==> src/rtl/axil_arb_pkg.sv <==
// rtl/axil_arb_pkg.sv - shared types and constants for the two-requester AXI-lite arbiter
package axil_arb_pkg;

  localparam int NREQ = 2;

  localparam logic [1:0] RESP_OKAY   = 2'b00;
  localparam logic [1:0] RESP_SLVERR = 2'b10;

  typedef enum logic [2:0] {
    IDLE  = 3'd0,
    WADDR = 3'd1,
    WRESP = 3'd2,
    RADDR = 3'd3,
    RDATA = 3'd4,
    RESP  = 3'd5
  } arb_state_t;

endpackage

==> src/rtl/axil_rr_arb2.sv <==
// rtl/axil_rr_arb2.sv - two-way winner select with last-grant memory
// AXIL_ARB_FIXED_PRIO_EN selects fixed priority (requester 0 wins ties) instead of round-robin.
module axil_rr_arb2
  import axil_arb_pkg::*;
(
  input  logic            clk,
  input  logic            rst,
  input  logic [NREQ-1:0] req_valid,
  input  logic            accept,
  output logic            winner
);

`ifdef AXIL_ARB_FIXED_PRIO_EN
  // Requester 1 only wins when it is alone.
  always_comb begin
    winner = ~req_valid[0] & req_valid[1];
  end
`else
  logic last_grant;

  always_ff @(posedge clk) begin
    if (rst) begin
      last_grant <= 1'b1;
    end else if (accept) begin
      last_grant <= winner;
    end
  end

  always_comb begin
    winner = 1'b0;
    case (req_valid)
      2'b10:   winner = 1'b1;
      2'b11:   winner = ~last_grant;
      default: winner = 1'b0;
    endcase
  end
`endif

endmodule

==> src/rtl/axil_req_arbiter.sv <==
// rtl/axil_req_arbiter.sv - arbitrates two one-word command ports onto one AXI-lite master
// Tie policy is set in axil_rr_arb2 by AXIL_ARB_FIXED_PRIO_EN (default round-robin).
module axil_req_arbiter
  import axil_arb_pkg::*;
#(
  parameter int DATA_WIDTH = 32,
  parameter int ADDR_WIDTH = 5,
  parameter int STRB_WIDTH = DATA_WIDTH / 8
) (
  input  logic                       clk,
  input  logic                       rst,
  input  logic [NREQ-1:0]            req_valid,
  output logic [NREQ-1:0]            req_ready,
  input  logic [NREQ-1:0]            req_we,
  input  logic [NREQ*ADDR_WIDTH-1:0] req_addr,
  input  logic [NREQ*DATA_WIDTH-1:0] req_wdata,
  input  logic [NREQ*STRB_WIDTH-1:0] req_wstrb,
  output logic [NREQ-1:0]            rsp_valid,
  output logic [DATA_WIDTH-1:0]      rsp_rdata,
  output logic [1:0]                 rsp_resp,
  output logic [ADDR_WIDTH-1:0]      m_axil_awaddr,
  output logic [2:0]                 m_axil_awprot,
  output logic                       m_axil_awvalid,
  input  logic                       m_axil_awready,
  output logic [DATA_WIDTH-1:0]      m_axil_wdata,
  output logic [STRB_WIDTH-1:0]      m_axil_wstrb,
  output logic                       m_axil_wvalid,
  input  logic                       m_axil_wready,
  input  logic [1:0]                 m_axil_bresp,
  input  logic                       m_axil_bvalid,
  output logic                       m_axil_bready,
  output logic [ADDR_WIDTH-1:0]      m_axil_araddr,
  output logic [2:0]                 m_axil_arprot,
  output logic                       m_axil_arvalid,
  input  logic                       m_axil_arready,
  input  logic [DATA_WIDTH-1:0]      m_axil_rdata,
  input  logic [1:0]                 m_axil_rresp,
  input  logic                       m_axil_rvalid,
  output logic                       m_axil_rready
);

  arb_state_t state_q, state_d;

  logic                  winner;
  logic                  accept;
  logic                  sel_we;
  logic [ADDR_WIDTH-1:0] sel_addr;
  logic [DATA_WIDTH-1:0] sel_wdata;
  logic [STRB_WIDTH-1:0] sel_wstrb;

  logic                  grant_q;
  logic [ADDR_WIDTH-1:0] addr_q;
  logic [DATA_WIDTH-1:0] wdata_q;
  logic [STRB_WIDTH-1:0] wstrb_q;
  logic                  aw_pend, w_pend, ar_pend;
  logic [DATA_WIDTH-1:0] rdata_q;
  logic [1:0]            resp_q;

  axil_rr_arb2 u_arb (
    .clk       (clk),
    .rst       (rst),
    .req_valid (req_valid),
    .accept    (accept),
    .winner    (winner)
  );

  assign accept    = (state_q == IDLE) && (|req_valid);
  assign sel_we    = winner ? req_we[1] : req_we[0];
  assign sel_addr  = winner ? req_addr[2*ADDR_WIDTH-1:ADDR_WIDTH] : req_addr[ADDR_WIDTH-1:0];
  assign sel_wdata = winner ? req_wdata[2*DATA_WIDTH-1:DATA_WIDTH] : req_wdata[DATA_WIDTH-1:0];
  assign sel_wstrb = winner ? req_wstrb[2*STRB_WIDTH-1:STRB_WIDTH] : req_wstrb[STRB_WIDTH-1:0];

  always_ff @(posedge clk) begin
    if (rst) begin
      state_q <= IDLE;
    end else begin
      state_q <= state_d;
    end
  end

  always_comb begin
    state_d = state_q;
    case (state_q)
      IDLE:  if (accept) state_d = sel_we ? WADDR : RADDR;
      // AW and W complete independently; leave once neither is still pending.
      WADDR: if ((!aw_pend || m_axil_awready) && (!w_pend || m_axil_wready)) state_d = WRESP;
      WRESP: if (m_axil_bvalid) state_d = RESP;
      RADDR: if (m_axil_arready) state_d = RDATA;
      RDATA: if (m_axil_rvalid) state_d = RESP;
      RESP:  state_d = IDLE;
      default: state_d = IDLE;
    endcase
  end

  always_ff @(posedge clk) begin
    if (rst) begin
      grant_q <= 1'b0;
      addr_q  <= '0;
      wdata_q <= '0;
      wstrb_q <= '0;
      aw_pend <= 1'b0;
      w_pend  <= 1'b0;
      ar_pend <= 1'b0;
      rdata_q <= '0;
      resp_q  <= RESP_OKAY;
    end else begin
      if (accept) begin
        grant_q <= winner;
        addr_q  <= sel_addr;
        wdata_q <= sel_wdata;
        wstrb_q <= sel_wstrb;
        aw_pend <= sel_we;
        w_pend  <= sel_we;
        ar_pend <= ~sel_we;
      end
      if (aw_pend && m_axil_awready) aw_pend <= 1'b0;
      if (w_pend && m_axil_wready)   w_pend  <= 1'b0;
      if (ar_pend && m_axil_arready) ar_pend <= 1'b0;
      if (state_q == WRESP && m_axil_bvalid) begin
        rdata_q <= '0;
        resp_q  <= m_axil_bresp;
      end
      if (state_q == RDATA && m_axil_rvalid) begin
        rdata_q <= m_axil_rdata;
        resp_q  <= m_axil_rresp;
      end
    end
  end

  assign req_ready = accept ? (winner ? 2'b10 : 2'b01) : 2'b00;
  assign rsp_valid = (state_q == RESP) ? (grant_q ? 2'b10 : 2'b01) : 2'b00;
  assign rsp_rdata = rdata_q;
  assign rsp_resp  = resp_q;

  assign m_axil_awaddr  = addr_q;
  assign m_axil_awprot  = 3'b000;
  assign m_axil_awvalid = aw_pend;
  assign m_axil_wdata   = wdata_q;
  assign m_axil_wstrb   = wstrb_q;
  assign m_axil_wvalid  = w_pend;
  assign m_axil_bready  = (state_q == WRESP);
  assign m_axil_araddr  = addr_q;
  assign m_axil_arprot  = 3'b000;
  assign m_axil_arvalid = ar_pend;
  assign m_axil_rready  = (state_q == RDATA);

endmodule
==> config.mk <==
export PLATFORM = sky130hd
export DESIGN_NAME = axil_req_arbiter
export DESIGN_NICKNAME = d
export VERILOG_FILES = /design/src/rtl/axil_arb_pkg.sv /design/src/rtl/axil_rr_arb2.sv /design/src/rtl/axil_req_arbiter.sv
export SDC_FILE = /design/constraint.sdc
export NUM_CORES = 1
export LEC_CHECK = 0
export CAP_MARGIN = 20
export CORE_MARGIN = 8
export CORE_UTILIZATION = 33
export CTS_BUF_LIST = sky130_fd_sc_hd__clkbuf_4
export CTS_CLUSTER_DIAMETER = 30
export DETAILED_ROUTE_END_ITERATION = 10
export PLACE_DENSITY_LB_ADDON = 0.1
export SETUP_SLACK_MARGIN = 0.4
export SYNTH_ARGS = -nofsm -noshare
export SYNTH_HDL_FRONTEND = slang
export SYNTH_SLANG_ARGS = --single-unit
==> constraint.sdc <==
create_clock -name clk -period 1.4 [get_ports clk]
set_input_delay 0.28 -clock clk [delete_from_list [all_inputs] [get_ports clk]]
set_output_delay 0.28 -clock clk [all_outputs]
set_load 0.05 [all_outputs]
## Yosys cells after proc, flatten, opt, wreduce, memory -nomap -nowiden

Cells that the tools add are included.

- Bits in registers: 83
- Input port bits: 129
- Output and inout bits: 95
- Word-level logic and storage cells: 63

- Equality and inequality tests: 12
- Multiplexer cells: 20
- Bitwise gates (word level): 2
- Reduce and logical (&&, ||, !) cells: 18

Operators by type and width:

| operator | count |
|---|---|
| two-way mux 32 bit | 3 |
| two-way mux 3 bit | 5 |
| one-hot mux 3 bit (5 select lines) | 1 |
| two-way mux 2 bit | 7 |
| != test 2 bit (second input constant) | 5 |
| OR reduction 2 bit | 4 |
| logical AND 1 bit | 7 |
| == test 3 x 2 -> 1 bit (second input constant) | 2 |
| == test 3 bit (second input constant) | 2 |
| two-way mux 5 bit | 1 |
| AND reduction 5 bit | 1 |
| == test 2 bit (second input constant) | 2 |
| two-way mux 4 bit | 1 |
| == test 3 x 1 -> 1 bit (second input constant) | 1 |
| zero test 3 bit | 1 |
| zero test 1 bit | 2 |
| logical OR 1 bit | 2 |
| inverter 1 bit | 2 |
| one-hot mux 1 bit (2 select lines) | 1 |
| nonzero test 2 bit | 1 |
| two-way mux 1 bit | 1 |

## Logic depth before layout (Yosys ltp)

Gate-level depths: netlist of the first run.

- Word-level depth: 6
- Gate-level depth with buffers: 7
- Depth with buffers taken out: 4

## Cells and area by module

Synthesis of the first run repeated with hierarchy kept, for this count alone.

- Cell total of the unflattened synthesis: 400
- Area total of the unflattened synthesis: 3,562.2 um^2

Modules (own cells, without submodules):

| module | times used | cells each | area each (um^2) | sequential area each (um^2) |
|---|---|---|---|---|
| axil_req_arbiter | 1 | 396 | 3,519.6 | 1,641.6 |
| axil_rr_arb2 | 1 | 4 | 42.5 | 20.0 |

## Worst setup path before layout of the first run

OpenSTA, ideal clock, no wires.

- Path kind: register -> output
- From: reg state_q[2]
- To: out rsp_valid[0]
- Data arrival time: 2.050 ns
- Required time: 1.120 ns
- Setup slack: -0.930 ns
- Stages on the path, launching flop included: 3
- Path buffers: 0
- Cells stage by stage: dfxtp_1 inv_1 nor4_1

- Word-level cells in the longest chain between the ends: 2

Ends and longest elaborated chain:

| what | RTL line | source |
|---|---|---|
| start, declared | axil_req_arbiter.sv:42 | `arb_state_t state_q, state_d;` |
| start signal, assigned | axil_req_arbiter.sv:77 | `state_q <= state_d;` |
| == test 3 bit | axil_req_arbiter.sv:131 | `assign rsp_valid = (state_q == RESP) ? (grant_q ? 2'b10 : 2'b01) : 2'b00;` |
| two-way mux 2 bit | axil_req_arbiter.sv:131 |  |
| end, declared | axil_req_arbiter.sv:18 | `output logic [NREQ-1:0] rsp_valid,` |

Every way passes these cells.

## Worst setup path after layout of the first run

- From: reg state_q[0]
- To: out req_ready[0]

- Word-level cells in the longest chain between the ends: 3

Ends and longest elaborated chain:

| what | RTL line | source |
|---|---|---|
| zero test 3 bit | axil_req_arbiter.sv:67 | `assign accept = (state_q == IDLE) && (\|req_valid);` |
| logical AND 1 bit | axil_req_arbiter.sv:67 |  |
| two-way mux 2 bit | axil_req_arbiter.sv:130 | `assign req_ready = accept ? (winner ? 2'b10 : 2'b01) : 2'b00;` |
| end, declared | axil_req_arbiter.sv:13 | `output logic [NREQ-1:0] req_ready,` |

Every way passes these cells.

==> impl_metrics.env, run 1 <==
export IMPL_status="complete, but fails checks"
export IMPL_violations="setup timing"
export IMPL_synthFlopType="dfxtp_1"
export IMPL_setup_tns_final_ps=-21410
export IMPL_worst_path_buf_inv=3
export IMPL_async_flop_share_pct=0
export IMPL_max_cap_viol_count=0
export IMPL_max_freq_mhz=553
export IMPL_combPwrFrac_pct=58.0
export IMPL_hold_viol=0
export IMPL_wl_per_cell_um=21.9
export IMPL_crit_slowest_cell="dfxtp_2"
export IMPL_die_area_sq_um=13500
export IMPL_fillCellCount=523
export IMPL_io_pins=224
export IMPL_finalClockSkew_ps=6.66
export IMPL_die_w_um=116
export IMPL_crit_type="flop to primary output"
export IMPL_firstDrtPassIters=6
export IMPL_overflow=0
export IMPL_p_int_w=0.00630
export IMPL_ys_ff_latch=83
export IMPL_design_area_sq_um=8030
export IMPL_ant_nets=0
export IMPL_clockRootBuffer="clkbuf_4"
export IMPL_net_switching_power_w=0.00415
export IMPL_antenna_found_initial=0
export IMPL_clk_insertion_delay_late_ps=420
export IMPL_dp_hpwl_mm=10.2
export IMPL_n_antenna_cell=0
export IMPL_post_route_drc_count=0
export IMPL_final_setup_viol_count=81
export IMPL_clk_pin_slew_ps=130
export IMPL_hp_class="input pin to flop"
export IMPL_cp_required_ps=1120
export IMPL_nNetsFinal=754
export IMPL_netlist_area_leader_share_pct=50.0
export IMPL_cts_path_max_buffers=2
export IMPL_numCtsBuffers=9
export IMPL_grt_pass1_vias=4191
export IMPL_utilization_pct=82.2
export IMPL_grt_max_degree=60
export IMPL_critPathMaxFanout=4
export IMPL_max_stage_delay_ps=350
export IMPL_start_util_pct=34.0
export IMPL_clockPowerShare_pct=11.6
export IMPL_vias=4076
export IMPL_grt_use_total_pct=21.7
export IMPL_drt_iter0_markers=308
export IMPL_dpl_worst_slack_ps=-454
export IMPL_synth_edff_count=0
export IMPL_synthCells=365
export IMPL_dpl_cell_area_sq_um=6670
export IMPL_rows=36
export IMPL_die_y_um=116
export IMPL_yosysSeqAreaShare_pct=50.0
export IMPL_period_share_pct=129
export IMPL_ys_types=35
export IMPL_final_max_slew_viol_count=0
export IMPL_areaGrowthSynthToFinish_pct=142
export IMPL_crit_family="buffers and inverters"
export IMPL_start_kind="flop"
export IMPL_finalWorstPathRequiredPeriod_ps=1810
export IMPL_yosys_top_cells_area="dfxtp_1 50%, a222oi_1 12%, nor2_1 6.1%"
export IMPL_total_leakage_power_nw=3.24
export IMPL_finalPower_w=0.0105
export IMPL_ff_latch_area_sq_um=1790
export IMPL_mappedNetlistArea_sq_um=3320
export IMPL_coreArea_sq_um=9770
export IMPL_htreeDepth=3
export IMPL_syn_area_per_cell_sq_um=9.10
export IMPL_setup_slack_ps=-407
export IMPL_switching_share_pct=39.7
export IMPL_cp_end_kind="primary output"
export IMPL_grt_pass1_wl_mm=22.7
export IMPL_drt_total_wl_mm=16.7
export IMPL_routed_via_density=5.34
export IMPL_cts_sinks=83
export IMPL_synth_warnings=0
export IMPL_portBuffers=217
export IMPL_cp_cell_sequence="nor3_2 -> buf_4 -> and3_4 -> buf_6 -> buf_12"
export IMPL_powerDensity_nw_per_um2=1300
export IMPL_vdd_ir_drop_max_v=0.000796
export IMPL_pwr_share_seq_pct=30.4
export IMPL_cts_tree="built"
export IMPL_routabilityCongestion=0.778
export IMPL_drive_gt1_share_pct=56.8
export IMPL_multi_input_area_sq_um=1910
export IMPL_arrival_ps=1530
export IMPL_rsz0062_at_grt="yes"
export IMPL_yosysTopAreaCell="dfxtp_1"
-- worst register-to-register path, stage by stage (launching register included) --
cell	delay (ps)
dfxtp_2	370
nor3_2	40
buf_4	150
and3_4	160
buf_6	110
buf_6	110
buf_12	150
buf_16	150
a222oi_1	360
nor2_1	80
-- Yosys cell counts (2+ instances only) --
| cell | n |
|---|---|
| nor2b_1 | 3 |
| mux2i_1 | 3 |
| nor2_1 | 54 |
| and3_1 | 2 |
| buf_4 | 12 |
| inv_1 | 4 |
| a21oi_1 | 37 |
| buf_2 | 14 |
| dfxtp_1 | 83 |
| nand2_1 | 32 |
| buf_6 | 9 |
| nand3_1 | 33 |
| a222oi_1 | 41 |
| and2_1 | 3 |
| nand2b_1 | 2 |
| clkbuf_1 | 11 |
| o21a_1 | 3 |
| a211oi_1 | 2 |
-- metrics by stage --
step | std cells | hold slack [ps]
after CTS | 752 | 188
after global routing | 763 | 188
after detailed placement | 702 | 494
after global placement | 702 | 484
final | 763 | 215
after floorplan | 370 | 395
-- path summary, 6_finish.rpt --
kind / start / to / slack [ps] / depth (start not counted)
worst max register to register: state_q[2] / m_axil_wdata[9] / -380 / 9
worst max-delay path: state_q[0] / req_ready[0] / -410 / 5
worst min register to register: u_arb.last_grant / u_arb.last_grant / 490 / 1
worst min-delay path: rst / state_q[0] / 220 / 3
-- what timing repair did --
action | CTS | global route
cloned | 12 | 1
setup buffers | 22 | 10
resized for setup | 123 | 115
pin swaps | 23 | 72
setup endpoints to repair | 172 | 172
hold buffers | 0 | 0
-- cell type report --
type                       instances  area share, %
clock inverter                     6          0.374
sequential                        83           22.3
tap                              133           2.07
clock buffer                      10          0.935
inverter                           4          0.312
multi-input combinational        237           23.8
timing repair buffer             290           50.2
-- power by group through the flow --
stage,Sequential [W],Clock [W],Combinational (W)
final,0.00317,0.00122,0.00606
after CTS,0.00317,0.00124,0.00572
after global routing,0.00322,0.00138,0.00630
after global placement,0.00314,0,0.00478
after detailed placement,0.00316,0,0.00483
after floorplan,0.00400,0,0.00163
-- state kept, by name, summed over array words and instances, names as in the netlist, 2 cells and up --
register / cells
m_axil_araddr: 5
m_axil_wdata: 32
m_axil_wstrb: 4
rsp_rdata: 32
rsp_resp: 2
state_q: 3
-- cell families after synthesis --
logic type      Yosys count  share of synthesized area (%)
compound gates           93                           21.4
buf+inv                  50                           9.57
simple gates            135                           18.0
mux                       3                          0.904
other cells               1                          0.113
flops                    83                           50.0
-- metal layers --
metal / share of wire, % / track usage [%]
met5: 0 / 0
met4: 2.4 / 7.78
met3: 9.3 / 8.74
met2: 53 / 39.4
met1: 35 / 21.9
-- placed cells by master, fill, tap and decap left out, types with 2 or more instances in the layout --
cell	Yosys	layout
clkinv_2	0	2
dfxtp_2	0	71
dfxtp_4	0	11
and3_4	0	2
mux2i_1	3	3
nor2b_4	0	2
nand3_2	0	9
nor2_4	0	4
nand3_1	33	24
clkbuf_4	0	10
inv_1	4	2
buf_16	0	10
buf_12	0	99
nand2_2	1	2
and2_4	0	3
nor2_1	54	48
nand2_4	0	28
clkdlybuf4s50_1	0	127
inv_4	0	3
a222oi_1	41	41
clkinv_1	0	2
buf_8	0	3
o21a_1	3	3
a21oi_2	0	30
buf_6	9	11
nor2_2	0	2
buf_4	12	36
a211oi_2	0	2
conb_1	1	6
o21ai_4	0	2
nand2_1	32	2
buf_2	14	2
a21oi_1	37	7
No activity file was read; power rests on OpenSTA's default activity.
==> inputs of run 2 (changes only) <==
--- a/config.mk
+++ b/config.mk
@@ -12,7 +12,7 @@
 export CTS_CLUSTER_DIAMETER = 30
 export DETAILED_ROUTE_END_ITERATION = 10
 export PLACE_DENSITY_LB_ADDON = 0.1
-export SETUP_SLACK_MARGIN = 0.4
+export SETUP_SLACK_MARGIN = 0.05
 export SYNTH_ARGS = -nofsm -noshare
 export SYNTH_HDL_FRONTEND = slang
 export SYNTH_SLANG_ARGS = --single-unit
==> run 2 against run 1 <==
Effect of this change: the run still ends with setup timing left; utilization down 1.5 points; die area is the same; clock power increased by 16%; sequential power is 2% lower; hold slack got worse by 4.7 ps; maximum frequency rose by 0.10%; via count shrank 1.2%; largest power group unchanged; non-clock buffer count decreased by 7.
==> impl_metrics.env, run 2 (synthesized netlist as in run 1, its figures left out) <==
export IMPL_drt_iter0_markers=418
export IMPL_ant_nets=0
export IMPL_min_path_cells=3
export IMPL_grt_pass1_wl_mm=21.8
export IMPL_setup_slack_ps=-405
export IMPL_dpl_cell_area_sq_um=6640
export IMPL_net_switching_power_w=0.00414
export IMPL_grt_pass1_vias=4121
export IMPL_pwr_share_seq_pct=30.0
export IMPL_hold_viol=0
export IMPL_cp_cell_sequence="buf_6 -> inv_8 -> nor4_4 -> buf_12"
export IMPL_layout_commonest_cell="clkdlybuf4s50_1"
export IMPL_cts_sinks=83
export IMPL_dpl_worst_slack_ps=-508
export IMPL_whs_endpoint="state_q[0]"
export IMPL_max_cap_viol_count=0
export IMPL_antenna_found_initial=0
export IMPL_reg2reg_depth=8
export IMPL_finalPower_w=0.0104
export IMPL_finalWorstPathRequiredPeriod_ps=1810
export IMPL_grt_max_degree=49
export IMPL_crit_type="flop to primary output"
export IMPL_cp_required_ps=1120
export IMPL_crit_slowest_cell="dfxtp_2"
export IMPL_routed_via_density=5.33
export IMPL_drt_total_wl_mm=16.4
export IMPL_drive_gt1_share_pct=46.2
export IMPL_die_w_um=116
export IMPL_start_util_pct=34.0
export IMPL_numCtsBuffers=9
export IMPL_arrival_ps=1530
export IMPL_status="complete, but fails checks"
export IMPL_io_pins=224
export IMPL_p_int_w=0.00626
export IMPL_rows=36
export IMPL_critPathMaxFanout=5
export IMPL_powerDensity_nw_per_um2=1320
export IMPL_cp_end_kind="primary output"
export IMPL_period_share_pct=129
export IMPL_final_max_slew_viol_count=0
export IMPL_die_area_sq_um=13500
export IMPL_cts_path_max_buffers=2
export IMPL_start_kind="flop"
export IMPL_grt_use_total_pct=20.8
export IMPL_clk_pin_slew_ps=120
export IMPL_max_stage_delay_ps=390
export IMPL_clk_insertion_delay_late_ps=440
export IMPL_firstDrtPassIters=6
export IMPL_final_setup_viol_count=84
export IMPL_worstSetupStartpoint="state_q[2]"
export IMPL_post_route_drc_count=0
export IMPL_total_leakage_power_nw=3.05
export IMPL_routabilityCongestion=0.752
export IMPL_dp_hpwl_mm=10.2
export IMPL_vdd_ir_drop_max_v=0.000851
export IMPL_htreeDepth=3
export IMPL_clockRootBuffer="clkbuf_4"
export IMPL_vias=4029
export IMPL_rrSetupSlack_ps=-310
export IMPL_hp_class="input pin to flop"
export IMPL_die_y_um=116
export IMPL_cts_tree="built"
export IMPL_min_delay_start="rst"
export IMPL_coreArea_sq_um=9770
export IMPL_rsz0062_at_grt="yes"
export IMPL_finalClockSkew_ps=17.2
export IMPL_design_area_sq_um=7880
export IMPL_n_antenna_cell=0
export IMPL_violations="setup timing"
export IMPL_portBuffers=217
export IMPL_layout_common_cells="126 x clkdlybuf4s50_1, 100 x buf_12, 63 x dfxtp_1"
export IMPL_wl_per_cell_um=21.7
export IMPL_r2r_start="u_arb.last_grant"
export IMPL_ctsHoldBuffers=0
export IMPL_worst_path_buf_inv=3
export IMPL_max_freq_mhz=554
export IMPL_nNetsFinal=747
export IMPL_crit_family="flip-flops"
export IMPL_clockPowerShare_pct=13.6
export IMPL_switching_share_pct=39.8
export IMPL_areaGrowthSynthToFinish_pct=137
export IMPL_combPwrFrac_pct=56.4
export IMPL_r2r_end="m_axil_wdata[8]"
export IMPL_overflow=0
-- run 2: worst reg2reg max path, stage by stage (launching register included) --
cell and delay (ps):
dfxtp_2 350, buf_4 120, nand2b_4 120, and3_4 160
buf_4 140, buf_12 140, buf_12 140, a222oi_1 360
nor2_1 80
-- run 2: layer usage --
| metal | up-vias | global-route usage [%] | wire length (um) |
|---|---|---|---|
| li1 | 1835 | - | - |
| met1 | 1978 | 21.3 | 5780 |
| met2 | 191 | 37.2 | 8720 |
| met3 | 25 | 9.20 | 1570 |
| met4 | 0 | 6.48 | 333 |
| met5 | - | 0 | 0 |
-- run 2: worst max-delay path by stage --
| stage | end | cells past startpoint |
|---|---|---|
| floorplan | rsp_rdata[30] | 6 |
| global placement | m_axil_wdata[3] | 6 |
| detailed placement | m_axil_wdata[8] | 6 |
| CTS | req_ready[0] | 4 |
| global route | req_ready[0] | 4 |
| finish | rsp_valid[0] | 4 |
-- run 2: stage by stage --
step	hold slack (ps)	std cells	TNS [ps]	util, %
5_1_grt	197	756	-21190	80.7
3_5_place_dp	470	702	-30150	67.9
6_report	210	756	-15910	80.7
2_1_floorplan	395	370	-9350	-
4_1_cts	178	738	-16090	73.5
3_3_place_gp	465	702	-26900	67.9
-- run 2: what timing repair did --
item / CTS / global route
gates cloned: 6 / 8
endpoints found under the setup margin: 95 / 99
setup buffers: 14 / 14
pin swaps: 19 / 38
gates resized for setup: 50 / 121
-- run 2: power groups by stage --
stage	Combinational (W)	Clock (W)	Sequential, W
floorplan	0.00160	0	0.00397
CTS	0.00543	0.00143	0.00311
global placement	0.00475	0	0.00312
finish	0.00586	0.00141	0.00312
detailed placement	0.00480	0	0.00313
global route	0.00611	0.00157	0.00316
-- run 2: area by class of cell --
class / instances / area (sq um)
Clock buffer: 9 / 67.6
Clock inverter: 7 / 67.6
Fill cell: 584 / 1890
Inverter: 4 / 25.0
Multi-Input combinational cell: 237 / 1890
Sequential cell: 83 / 1690
Tap cell: 133 / 166
Timing Repair Buffer: 283 / 3980
==> inputs of run 3 (changes only) <==
--- a/config.mk
+++ b/config.mk
@@ -7,10 +7,10 @@
 export LEC_CHECK = 0
 export CAP_MARGIN = 20
 export CORE_MARGIN = 8
-export CORE_UTILIZATION = 33
-export CTS_BUF_LIST = sky130_fd_sc_hd__clkbuf_4
+export CORE_UTILIZATION = 32
 export CTS_CLUSTER_DIAMETER = 30
 export DETAILED_ROUTE_END_ITERATION = 10
+export GPL_ROUTABILITY_DRIVEN = 1
 export PLACE_DENSITY_LB_ADDON = 0.1
 export SETUP_SLACK_MARGIN = 0.05
 export SYNTH_ARGS = -nofsm -noshare
==> run 3 against run 2 <==
Effect of this change: the flow still finishes with violations (setup timing); final cell count decreased by 0.66%; combinational power about the same; via count fell by 1.1%; clock power up 66%; global-route usage up 0.53 points; clock skew decreased by 6.2 ps; critical path depth stayed put; worst setup slack improved by 76 ps; critical path type unchanged; largest cell class unchanged; largest power group unchanged; highest routed layer unchanged.
==> impl_metrics.env, run 3 (synthesized netlist as in run 1, its figures left out) <==
export IMPL_total_leakage_power_nw=3.03
export IMPL_powerDensity_nw_per_um2=1430
export IMPL_max_cap_viol_count=0
export IMPL_ant_nets=0
export IMPL_drive_gt1_share_pct=43.3
export IMPL_cp_required_ps=1120
export IMPL_setup_slack_ps=-329
export IMPL_post_route_drc_count=0
export IMPL_layout_commonest_cell="clkdlybuf4s50_1"
export IMPL_start_util_pct=32.6
export IMPL_grt_pass1_wl_mm=23.7
export IMPL_max_freq_mhz=578
export IMPL_areaGrowthSynthToFinish_pct=140
export IMPL_layout_common_cells="126 x clkdlybuf4s50_1, 99 x buf_12, 79 x dfxtp_1"
export IMPL_cts_path_max_buffers=2
export IMPL_wl_per_cell_um=21.6
export IMPL_start_kind="flop"
export IMPL_grt_pass1_vias=4246
export IMPL_grt_use_total_pct=21.3
export IMPL_vias=3985
export IMPL_coreArea_sq_um=10200
export IMPL_clockRootBuffer="clkbuf_8"
export IMPL_htreeDepth=3
export IMPL_io_pins=224
export IMPL_crit_slowest_cell="dfxtp_2"
export IMPL_final_setup_viol_count=84
export IMPL_max_stage_delay_ps=350
export IMPL_die_y_um=118
export IMPL_crit_top_cell="buf_12"
export IMPL_min_path_cells=3
export IMPL_portBuffers=217
export IMPL_finalWorstPathRequiredPeriod_ps=1730
export IMPL_hold_ws_ps=253
export IMPL_rsz0062_at_grt="yes"
export IMPL_die_w_um=118
export IMPL_final_cells=751
export IMPL_overflow=0
export IMPL_hold_viol=0
export IMPL_final_max_slew_viol_count=0
export IMPL_crit_type="flop to primary output"
export IMPL_cp_end_kind="primary output"
export IMPL_vdd_ir_drop_max_v=0.000906
export IMPL_cts_tree="built"
export IMPL_status="complete, but fails checks"
export IMPL_reg2reg_depth=8
export IMPL_clk_pin_slew_ps=90
export IMPL_finalPower_w=0.0113
export IMPL_die_area_sq_um=13900
export IMPL_period_share_pct=123
export IMPL_routabilityCongestion=0.753
export IMPL_ctsHoldBuffers=0
export IMPL_grt_max_degree=56
export IMPL_critPathMaxFanout=3
export IMPL_clk_insertion_delay_late_ps=360
export IMPL_rows=37
export IMPL_nNetsFinal=739
export IMPL_dp_hpwl_mm=10.4
export IMPL_n_antenna_cell=0
export IMPL_firstDrtPassIters=6
export IMPL_cp_cell_sequence="nor3_4 -> and3_4 -> buf_12 -> buf_12"
export IMPL_hp_class="input pin to flop"
export IMPL_drt_iter0_markers=352
export IMPL_arrival_ps=1450
export IMPL_drt_total_wl_mm=16.2
export IMPL_antenna_found_initial=0
export IMPL_setup_tns_final_ps=-12020
export IMPL_routed_via_density=5.31
export IMPL_place_inst=705
export IMPL_violations="setup timing"
export IMPL_cts_sinks=83
export IMPL_numCtsBuffers=9
export IMPL_finalClockSkew_ps=11.0
## run 3: cell types whose count changed in the layout (fill, tap and decap cells not counted), moves of 3 or more
cell / previous run / this run
dfxtp_2: 20 / 3
dfxtp_1: 63 / 79
buf_4: 27 / 16
clkbuf_8: 0 / 10
clkbuf_4: 9 / 0
buf_6: 13 / 20
clkbuf_16: 7 / 0
buf_16: 5 / 11
nand2_1: 12 / 16
a21oi_1: 9 / 6
bufinv_16: 1 / 4
## run 3: critical path, delay by kind of cell (launching register included)
kind	cells	cell delay, ps
simple gates	2	510
buf+inv	2	230
flops	1	350
## run 3: timing repair
action,4_1_cts,5_1_grt
pin swaps,25,47
endpoints found under the setup margin,86,89
gates resized for setup,67,99
cloned,14,0
buffers inserted,14,7
## run 3: worst paths after layout
check / to / from / slack, ps
max: req_ready[0] / state_q[2] / -330
min: state_q[0] / rst / 250
max reg2reg: m_axil_wdata[27] / u_arb.last_grant / -290
min reg2reg: rsp_rdata[5] / rsp_rdata[5] / 490
## run 3: final cells by class
class,count,area [sq um]
Tap cell,136,170
Sequential cell,83,1670
Timing Repair Buffer,275,3920
Inverter,4,20.0
Fill cell,626,2230
Clock buffer,10,138
Clock inverter,6,136
Multi-Input combinational cell,237,1900
## run 3: per-stage QoR
step | area, sq um | setup WS, ps | util [%]
3_5_place_dp | 6630 | -477 | 65.1
2_1_floorplan | 3470 | -293 | -
3_3_place_gp | 6630 | -420 | 65.1
4_1_cts | 7560 | -310 | 74.2
6_report | 7960 | -329 | 78.1
5_1_grt | 7960 | -374 | 78.1
## run 3: per-layer routing
metal	vias up	part of all wire, %	track usage, %
li1	1820	-	-
met1	1937	36	22.3
met2	202	53	38.1
met3	26	8.5	7.48
met4	0	2.7	8.89
met5	-	0	0
## run 3: power breakdown
group          switching [W]  leakage [nW]  internal [W]
clock               0.000923         0.133       0.00142
combinational        0.00288          2.22       0.00300
sequential          0.000416         0.678       0.00271
total                0.00422          3.03       0.00712
